--- src/rtl/mem_access_stage_pkg.sv ---
// Shared opcode/funct3 constants and state/cause types for the RV32I MEM stage.
package riscv_mem_pkg;

  localparam logic [6:0] OP_LOAD  = 7'b0000011;
  localparam logic [6:0] OP_STORE = 7'b0100011;

  localparam logic [2:0] F3_B  = 3'b000;
  localparam logic [2:0] F3_H  = 3'b001;
  localparam logic [2:0] F3_W  = 3'b010;
  localparam logic [2:0] F3_BU = 3'b100;
  localparam logic [2:0] F3_HU = 3'b101;

  typedef enum logic {
    IDLE = 1'b0,
    WAIT = 1'b1
  } mem_state_t;

  typedef enum logic [1:0] {
    CAUSE_NONE     = 2'b00,
    CAUSE_MISALIGN = 2'b01,
    CAUSE_TIMEOUT  = 2'b10,
    CAUSE_ILLEGAL  = 2'b11
  } fault_cause_t;

endpackage

--- src/rtl/mem_access_stage_if.sv ---
// Data-memory request/ack port shared by the MEM stage and the memory model.
interface mem_access_stage_if;

  logic        dmem_req;
  logic        dmem_we;
  logic [31:0] dmem_addr;
  logic [3:0]  dmem_be;
  logic [31:0] dmem_wdata;
  logic        dmem_ack;
  logic [31:0] dmem_rdata;

  modport master (
    output dmem_req,
    output dmem_we,
    output dmem_addr,
    output dmem_be,
    output dmem_wdata,
    input  dmem_ack,
    input  dmem_rdata
  );

  modport slave (
    input  dmem_req,
    input  dmem_we,
    input  dmem_addr,
    input  dmem_be,
    input  dmem_wdata,
    output dmem_ack,
    output dmem_rdata
  );

endinterface

--- src/rtl/mem_access_stage_store_align.sv ---
// Combinational store lane alignment plus misalignment / illegal-funct3 detection.
module store_align
  import riscv_mem_pkg::*;
(
  input  logic        i_isLoad,
  input  logic        i_isStore,
  input  logic [2:0]  i_funct3,
  input  logic [1:0]  i_addrLo,
  input  logic [31:0] i_rs2,
  output logic [3:0]  o_be,
  output logic [31:0] o_wdata,
  output logic        o_misaligned,
  output logic        o_illegal
);

  // Lane enables and replicated data for stores; loads only get a legality check.
  always_comb begin
    o_be      = 4'b0000;
    o_wdata   = 32'h0;
    o_illegal = 1'b0;
    if (i_isLoad) begin
      case (i_funct3)
        F3_B, F3_H, F3_W, F3_BU, F3_HU: o_illegal = 1'b0;
        default:                         o_illegal = 1'b1;
      endcase
    end else if (i_isStore) begin
      case (i_funct3)
        F3_B: begin
          o_be    = 4'b0001 << i_addrLo;
          o_wdata = {4{i_rs2[7:0]}};
        end
        F3_H: begin
          o_be    = 4'b0011 << i_addrLo;
          o_wdata = {2{i_rs2[15:0]}};
        end
        F3_W: begin
          o_be    = 4'b1111;
          o_wdata = i_rs2;
        end
        default: o_illegal = 1'b1;
      endcase
    end
  end

  // Size is encoded in funct3[1:0]; byte accesses can sit on any lane.
  always_comb begin
    o_misaligned = 1'b0;
    if (i_isLoad || i_isStore) begin
      case (i_funct3[1:0])
        2'b01:   o_misaligned = i_addrLo[0];
        2'b10:   o_misaligned = (i_addrLo != 2'b00);
        default: o_misaligned = 1'b0;
      endcase
    end
  end

endmodule

--- src/rtl/mem_access_stage.sv ---
// RV32I pipeline MEM stage: drives the variable-latency data-memory port,
// stalls the front of the pipe while an access is outstanding and registers MEM/WB.
module mem_access_stage
  import riscv_mem_pkg::*;
#(
  parameter int TIMEOUT_CYCLES = 64
) (
  input  logic                clk,
  input  logic                rst_n,
  input  logic                EXMEM_valid,
  input  logic [6:0]          EXMEM_opcode,
  input  logic [2:0]          EXMEM_funct3,
  input  logic [31:0]         EXMEM_alu_result,
  input  logic [31:0]         EXMEM_rs2_data,
  input  logic [4:0]          EXMEM_rd,
  input  logic                EXMEM_reg_write,
  mem_access_stage_if.master  dmem,
  output logic                mem_stall,
  output logic                mem_fault,
  output logic [1:0]          mem_fault_cause,
  output logic                MEMWB_valid_out,
  output logic [6:0]          MEMWB_opcode_out,
  output logic [2:0]          MEMWB_funct3_out,
  output logic [31:0]         MEMWB_data_addr_out,
  output logic [31:0]         MEMWB_data_read,
  output logic [31:0]         MEMWB_reg_write_data_out,
  output logic [4:0]          MEMWB_rd_out,
  output logic                MEMWB_reg_write_out
);

  localparam int CNT_W = (TIMEOUT_CYCLES == 0) ? 1 : $clog2(TIMEOUT_CYCLES + 1);
  localparam bit TIMEOUT_EN = (TIMEOUT_CYCLES != 0);
  // Abort fires in the WAIT cycle whose increment would bring the count to TIMEOUT_CYCLES.
  localparam logic [CNT_W-1:0] CNT_LAST = CNT_W'((TIMEOUT_CYCLES == 0) ? 0 : TIMEOUT_CYCLES - 1);

  mem_state_t   r_state;
  mem_state_t   w_nextState;
  logic [CNT_W-1:0] r_waitCnt;

  logic         w_isLoad;
  logic         w_isStore;
  logic         w_isMem;
  logic [3:0]   w_be;
  logic [31:0]  w_wdata;
  logic         w_misaligned;
  logic         w_illegal;
  logic         w_pending;
  logic         w_abort;
  logic         w_fmtFault;
  logic         w_req;
  logic         w_stall;
  logic         w_fault;
  fault_cause_t w_cause;

  assign w_isLoad  = (EXMEM_opcode == OP_LOAD);
  assign w_isStore = (EXMEM_opcode == OP_STORE);
  assign w_isMem   = EXMEM_valid & (w_isLoad | w_isStore);

  store_align u_storeAlign (
    .i_isLoad     (w_isLoad),
    .i_isStore    (w_isStore),
    .i_funct3     (EXMEM_funct3),
    .i_addrLo     (EXMEM_alu_result[1:0]),
    .i_rs2        (EXMEM_rs2_data),
    .o_be         (w_be),
    .o_wdata      (w_wdata),
    .o_misaligned (w_misaligned),
    .o_illegal    (w_illegal)
  );

  always_ff @(posedge clk or negedge rst_n) begin
    if (!rst_n) begin
      r_state <= IDLE;
    end else begin
      r_state <= w_nextState;
    end
  end

  always_comb begin
    w_nextState = r_state;
    unique case (r_state)
      IDLE: if (w_pending && !dmem.dmem_ack) w_nextState = WAIT;
      WAIT: if (dmem.dmem_ack || w_abort)    w_nextState = IDLE;
    endcase
  end

  // EX/MEM is held stable by the stall, so WAIT simply keeps re-deriving the port from it.
  // Gating with rst_n keeps the port quiet while reset is held, whatever EX/MEM shows.
  always_comb begin
    w_pending  = 1'b0;
    w_abort    = 1'b0;
    w_fmtFault = 1'b0;
    unique case (r_state)
      IDLE: begin
        w_fmtFault = rst_n & w_isMem & (w_misaligned | w_illegal);
        w_pending  = rst_n & w_isMem & ~w_misaligned & ~w_illegal;
      end
      WAIT: begin
        w_pending = rst_n;
        w_abort   = rst_n & TIMEOUT_EN & ~dmem.dmem_ack & (r_waitCnt == CNT_LAST);
      end
    endcase
    w_req   = w_pending & ~w_abort;
    w_stall = w_pending & ~dmem.dmem_ack & ~w_abort;
    w_fault = w_fmtFault | w_abort;
    if (w_abort)                       w_cause = CAUSE_TIMEOUT;
    else if (w_fmtFault && w_illegal)  w_cause = CAUSE_ILLEGAL;
    else if (w_fmtFault)               w_cause = CAUSE_MISALIGN;
    else                               w_cause = CAUSE_NONE;
  end

  assign dmem.dmem_req    = w_req;
  assign dmem.dmem_we     = w_isStore;
  assign dmem.dmem_addr   = {EXMEM_alu_result[31:2], 2'b00};
  assign dmem.dmem_be     = w_be;
  assign dmem.dmem_wdata  = w_wdata;
  assign mem_stall        = w_stall;
  assign mem_fault        = w_fault;
  assign mem_fault_cause  = w_cause;

  always_ff @(posedge clk or negedge rst_n) begin
    if (!rst_n) begin
      r_waitCnt <= '0;
    end else if (r_state == IDLE) begin
      r_waitCnt <= '0;
    end else begin
      r_waitCnt <= r_waitCnt + CNT_W'(1);
    end
  end

  // A stalled cycle writes a bubble so the eventual ack edge is the only real writeback.
  always_ff @(posedge clk or negedge rst_n) begin
    if (!rst_n) begin
      MEMWB_valid_out          <= 1'b0;
      MEMWB_opcode_out         <= 7'h0;
      MEMWB_funct3_out         <= 3'h0;
      MEMWB_data_addr_out      <= 32'h0;
      MEMWB_data_read          <= 32'h0;
      MEMWB_reg_write_data_out <= 32'h0;
      MEMWB_rd_out             <= 5'h0;
      MEMWB_reg_write_out      <= 1'b0;
    end else if (w_stall || w_fault || !EXMEM_valid) begin
      MEMWB_valid_out     <= 1'b0;
      MEMWB_opcode_out    <= 7'h0;
      MEMWB_reg_write_out <= 1'b0;
    end else begin
      MEMWB_valid_out  <= 1'b1;
      MEMWB_opcode_out <= EXMEM_opcode;
      MEMWB_funct3_out <= EXMEM_funct3;
      MEMWB_rd_out     <= EXMEM_rd;
      if (w_isLoad) begin
        MEMWB_reg_write_out <= EXMEM_reg_write;
        MEMWB_data_addr_out <= EXMEM_alu_result;
        MEMWB_data_read     <= dmem.dmem_rdata;
      end else if (w_isStore) begin
        MEMWB_reg_write_out <= 1'b0;
        MEMWB_data_addr_out <= EXMEM_alu_result;
      end else begin
        MEMWB_reg_write_out      <= EXMEM_reg_write;
        MEMWB_reg_write_data_out <= EXMEM_alu_result;
      end
    end
  end

endmodule
--- src/flat_wrapper.sv ---
// flat-port wrapper written by rule: the top's interface ports become plain ports
module mem_access_stage_flat import riscv_mem_pkg::*;
#(
  parameter int TIMEOUT_CYCLES = 64
)
  (clk, rst_n, EXMEM_valid, EXMEM_opcode, EXMEM_funct3, EXMEM_alu_result, EXMEM_rs2_data, EXMEM_rd, EXMEM_reg_write, mem_stall, mem_fault, mem_fault_cause, MEMWB_valid_out, MEMWB_opcode_out, MEMWB_funct3_out, MEMWB_data_addr_out, MEMWB_data_read, MEMWB_reg_write_data_out, MEMWB_rd_out, MEMWB_reg_write_out, dmem_dmem_req, dmem_dmem_we, dmem_dmem_addr, dmem_dmem_be, dmem_dmem_wdata, dmem_dmem_ack, dmem_dmem_rdata);
  mem_access_stage_if dmem_i ();
  input  logic clk;
  input  logic rst_n;
  input  logic EXMEM_valid;
  input  logic [6:0] EXMEM_opcode;
  input  logic [2:0] EXMEM_funct3;
  input  logic [31:0] EXMEM_alu_result;
  input  logic [31:0] EXMEM_rs2_data;
  input  logic [4:0] EXMEM_rd;
  input  logic EXMEM_reg_write;
  output logic mem_stall;
  output logic mem_fault;
  output logic [1:0] mem_fault_cause;
  output logic MEMWB_valid_out;
  output logic [6:0] MEMWB_opcode_out;
  output logic [2:0] MEMWB_funct3_out;
  output logic [31:0] MEMWB_data_addr_out;
  output logic [31:0] MEMWB_data_read;
  output logic [31:0] MEMWB_reg_write_data_out;
  output logic [4:0] MEMWB_rd_out;
  output logic MEMWB_reg_write_out;
  output wire logic [$bits(dmem_i.dmem_req)-1:0] dmem_dmem_req;
  output wire logic [$bits(dmem_i.dmem_we)-1:0] dmem_dmem_we;
  output wire logic [$bits(dmem_i.dmem_addr)-1:0] dmem_dmem_addr;
  output wire logic [$bits(dmem_i.dmem_be)-1:0] dmem_dmem_be;
  output wire logic [$bits(dmem_i.dmem_wdata)-1:0] dmem_dmem_wdata;
  input wire logic [$bits(dmem_i.dmem_ack)-1:0] dmem_dmem_ack;
  input wire logic [$bits(dmem_i.dmem_rdata)-1:0] dmem_dmem_rdata;
  assign dmem_dmem_req = dmem_i.dmem_req;
  assign dmem_dmem_we = dmem_i.dmem_we;
  assign dmem_dmem_addr = dmem_i.dmem_addr;
  assign dmem_dmem_be = dmem_i.dmem_be;
  assign dmem_dmem_wdata = dmem_i.dmem_wdata;
  assign dmem_i.dmem_ack = dmem_dmem_ack;
  assign dmem_i.dmem_rdata = dmem_dmem_rdata;
  mem_access_stage #(.TIMEOUT_CYCLES(TIMEOUT_CYCLES)) u_core (.clk(clk), .rst_n(rst_n), .EXMEM_valid(EXMEM_valid), .EXMEM_opcode(EXMEM_opcode), .EXMEM_funct3(EXMEM_funct3), .EXMEM_alu_result(EXMEM_alu_result), .EXMEM_rs2_data(EXMEM_rs2_data), .EXMEM_rd(EXMEM_rd), .EXMEM_reg_write(EXMEM_reg_write), .dmem(dmem_i), .mem_stall(mem_stall), .mem_fault(mem_fault), .mem_fault_cause(mem_fault_cause), .MEMWB_valid_out(MEMWB_valid_out), .MEMWB_opcode_out(MEMWB_opcode_out), .MEMWB_funct3_out(MEMWB_funct3_out), .MEMWB_data_addr_out(MEMWB_data_addr_out), .MEMWB_data_read(MEMWB_data_read), .MEMWB_reg_write_data_out(MEMWB_reg_write_data_out), .MEMWB_rd_out(MEMWB_rd_out), .MEMWB_reg_write_out(MEMWB_reg_write_out));
endmodule
--- config.mk ---
export PLATFORM = sky130hd
export DESIGN_NAME = mem_access_stage_flat
export DESIGN_NICKNAME = d
export VERILOG_FILES = /design/src/rtl/mem_access_stage_pkg.sv /design/src/rtl/mem_access_stage_if.sv /design/src/rtl/mem_access_stage_store_align.sv /design/src/rtl/mem_access_stage.sv /design/src/flat_wrapper.sv
export SDC_FILE = /design/constraint.sdc
export NUM_CORES = 1
export LEC_CHECK = 0
export BUFFER_PORTS_ARGS = -buffer_cell sky130_fd_sc_hd__buf_2
export CAP_MARGIN = 20
export CORE_AREA = 2 2 121 123
export DETAILED_ROUTE_END_ITERATION = 6
export DIE_AREA = 0 0 123 125
export PLACE_DENSITY = 0.75
export SETUP_SLACK_MARGIN = 0.3
export SYNTH_ARGS = -nofsm -noshare
export SYNTH_HDL_FRONTEND = slang
export SYNTH_SLANG_ARGS = --single-unit
--- constraint.sdc ---
create_clock -name clk -period 2.05 [get_ports clk]
set_input_delay 0.1025 -clock clk [delete_from_list [all_inputs] [get_ports clk]]
set_output_delay 0.1025 -clock clk [all_outputs]
set_load 0.02 [all_outputs]
==> impl_metrics.csv <==
group,metric,value,unit
placed_design,dpl.hpwl,11.3,mm
timing,finalClockSkew,8.18,ps
yosys,synth_commonest_cells,"dfrtp_1, mux2_2, buf_4",
yosys,async_reset_ff_share,100,%
floorplan,coreArea,0.0142,mm2
clock_tree,clk_pin_slew,60,ps
yosys,yosys.area.top_type_share,54.6,%
timing,max_freq,0.504,GHz
status,status,"finished, final reports clean",
clock_tree,worstSkewPairLatency,400,ps
floorplan,dieArea,0.0154,mm2
detailed_routing,wl_per_cell,18.5,um
yosys,yosys_warnings,0,
floorplan,initial_core_util,39.1,%
placed_design,port_buffers,300,
finish,area_growth,77.9,%
global_route,grt_max_degree,121,
floorplan,io_pins,303,
power,total_power,7.32,mW
timing,hold_viol_final,0,
setup_path,r2r-start,"u_core.r_state",
setup_path,timing.critical_path.required,2340,ps
timing,slew_violations,0,
clock_tree,cts_tree,"yes",
power,p_per_area,741,mW/mm2
timing,hold_slack,40.5,ps
floorplan,num_rows,44,
clock_tree,cts_sinks,121,
detailed_routing,route.antenna.remaining_nets,0,
clock_tree,cts_root_buf,"clkbuf_16",
timing,finalSetupViolCount,0,
setup_path,crit_start,"u_core.r_state",
finish,nFillCells,990,
timing,post-route-period-util,96.8,%
yosys,synth_cell_type_count,42,
yosys,avgSynthCellArea,12.9,um2
power,leakagePower,4.99,nW
global_route,grt_pass1_vias,5252,
power,ir_drop,0.602,mV
finish,fin_util,69.5,%
finish,insertedDiodeCount,0,
run,maxCapViolCount,0,
yosys,synth.most_common_cell,"dfrtp_1",
yosys,synth-edff-count,0,
timing,min_period,1980,ps
finish,fin_nets,958,
detailed_routing,drc,0,
timing,tightest_slew,623,ps
yosys,syn_area,0.00555,mm2
yosys,yosysSeqAreaShare,54.6,%
yosys,synthFlopType,"dfrtp_1",
detailed_routing,viasPerCell,4.92,
placed_design,dp_slack,-272,ps
detailed_routing,vias,5085,
detailed_routing,first_pass_iters,4,
global_route,antenna_found_initial,1,
global_route,grt_first_pass_wirelength,27.1,mm
global_route,track_usage,23.0,%
timing,maxSlewHeadroom,58.5,%
hold_path,holdCritPathClass,"in -> reg",
setup_path,crit_path_end_kind,"register",
yosys,netlist_instances,431,
timing,rsz0062_at_grt,"true",
timing,final.setup.worst_slack,65.2,ps
detailed_routing,wirelength,19.2,mm
clock_tree,cts_buffers,17,
hold_path,worstHoldStart,"EXMEM_valid",
yosys,synth_area_leaders,"dfrtp_1, mux2_2, mux2_4",
detailed_routing,dr.first_iter.drc_count,128,
floorplan,die_w,123,um
floorplan,die_y,125,um
finish,final_layout_size_suffix_gt1_share,65.1,%
yosys,synth-seq-cells,121,
setup_path,worst_setup_path_start_kind,"register",
clock_tree,cts_buffer_depth,2,
setup_path,crit_arrival,2270,ps
setup_path,worst-setup-path-type,"reg -> reg",
placed_design,finalWeightedCongestion,0.820,
yosys,yosysTopAreaCell,"dfrtp_1",
clock_tree,htree_levels,4,
global_route,grt.overflow.total,0,
setup_path,worstPathMaxFanout,8,
-- cells in the final DEF (no fill, tap or decap), drive strengths merged, types with 2 or more instances in the layout --
cell type / count
a21oi: 20
a22oi: 16
and2: 9
and3: 10
buf: 359
bufinv: 3
clkbuf: 21
clkinv: 6
conb: 2
dfrtp: 121
dlygate4sd3: 76
ha: 5
inv: 11
mux2: 104
nand2: 25
nand3: 6
nand3b: 3
nor2: 20
nor2b: 3
nor3: 3
o21a: 3
o21ai: 3
o21bai: 2
xnor2: 2
xor2: 2
-- report_power, final --
part           switching [mW]  internal [mW]  leakage, nW
Clock                    1.18           1.95        0.302
Combinational           0.780          0.677         3.13
Sequential              0.118           2.62         1.56
Total                    2.07           5.24         4.99
-- layout make-up --
cell class                 count  area [um2]  area share, %
timing repair buffer         438        3260           33.0
inverter                       7        30.0          0.304
sequential                   121        3030           30.7
clock inverter                14         189           1.91
tap                          184         230           2.33
multi-input combinational    252        2710           27.4
clock buffer                  18         429           4.35
-- layer usage --
metal | wire [um] | GRT usage [%]
met5 | 16 | 0
met4 | 576 | 9.89
met3 | 1130 | 5.02
met2 | 10300 | 42.5
met1 | 7110 | 24.7
-- kinds of logic after synthesis --
family                     after synthesis  share of synthesized area (%)
DFF                                    121                           54.6
and+or+nand+nor                         85                           7.67
muxes                                  104                           23.1
xor gates and xnor gates                 4                          0.632
AOI/OAI and AO/OA                       51                           5.91
adders and majority gates                5                           1.13
buffers and inverters                   60                           6.88
other                                    1                         0.0676
-- state kept, by name (all words and copies together) (netlist names) --
signal and cells:
u_core.MEMWB_data_addr_out 32, u_core.MEMWB_rd_out 5, u_core.r_state 1, u_core.r_waitCnt 7, u_core.MEMWB_funct3_out 3, u_core.MEMWB_reg_write_out 1
u_core.MEMWB_reg_write_data_out 32, u_core.MEMWB_data_read 32, u_core.MEMWB_opcode_out 7, u_core.MEMWB_valid_out 1
-- critical path: stages, from the launching register on --
cell	delay (ps)
dfrtp_1	380
and4b_1	250
a21boi_1	60
a311o_1	350
buf_4	180
and3_4	200
buf_12	150
mux2_4	300
-- path summary, 6_finish.rpt --
| kind | slack [ps] | endpoint | depth (start not counted) |
|---|---|---|---|
| max in group asynchronous | 1030 | u_core.MEMWB_data_addr_out[0] | 3 |
| min reg2reg | 490 | u_core.MEMWB_data_addr_out[16] | 1 |
| min | 40 | u_core.MEMWB_opcode_out[1] | 2 |
| max reg2reg | 70 | u_core.MEMWB_data_read[25] | 7 |
| min in group asynchronous | 140 | u_core.r_state | 2 |
| max | 70 | u_core.MEMWB_data_read[25] | 7 |
-- repair_timing --
item | CTS | global route
resized for setup | 94 | 83
gates cloned | 4 | 3
buffers inserted | 21 | 4
endpoints found under the setup margin | 112 | 115
pin swaps | 14 | 11
hold endpoints to repair | 226 | 0
hold buffers | 76 | 0
-- through the flow --
step	setup TNS (ps)	instance area, um2	std cells
floorplan	0	5750	432
global placement	-6760	7400	894
detailed placement	-11240	7400	894
CTS	0	9380	1027
global route	0	9870	1034
finish	0	9870	1034
Note: power is estimated with default switching activity, not from simulation.
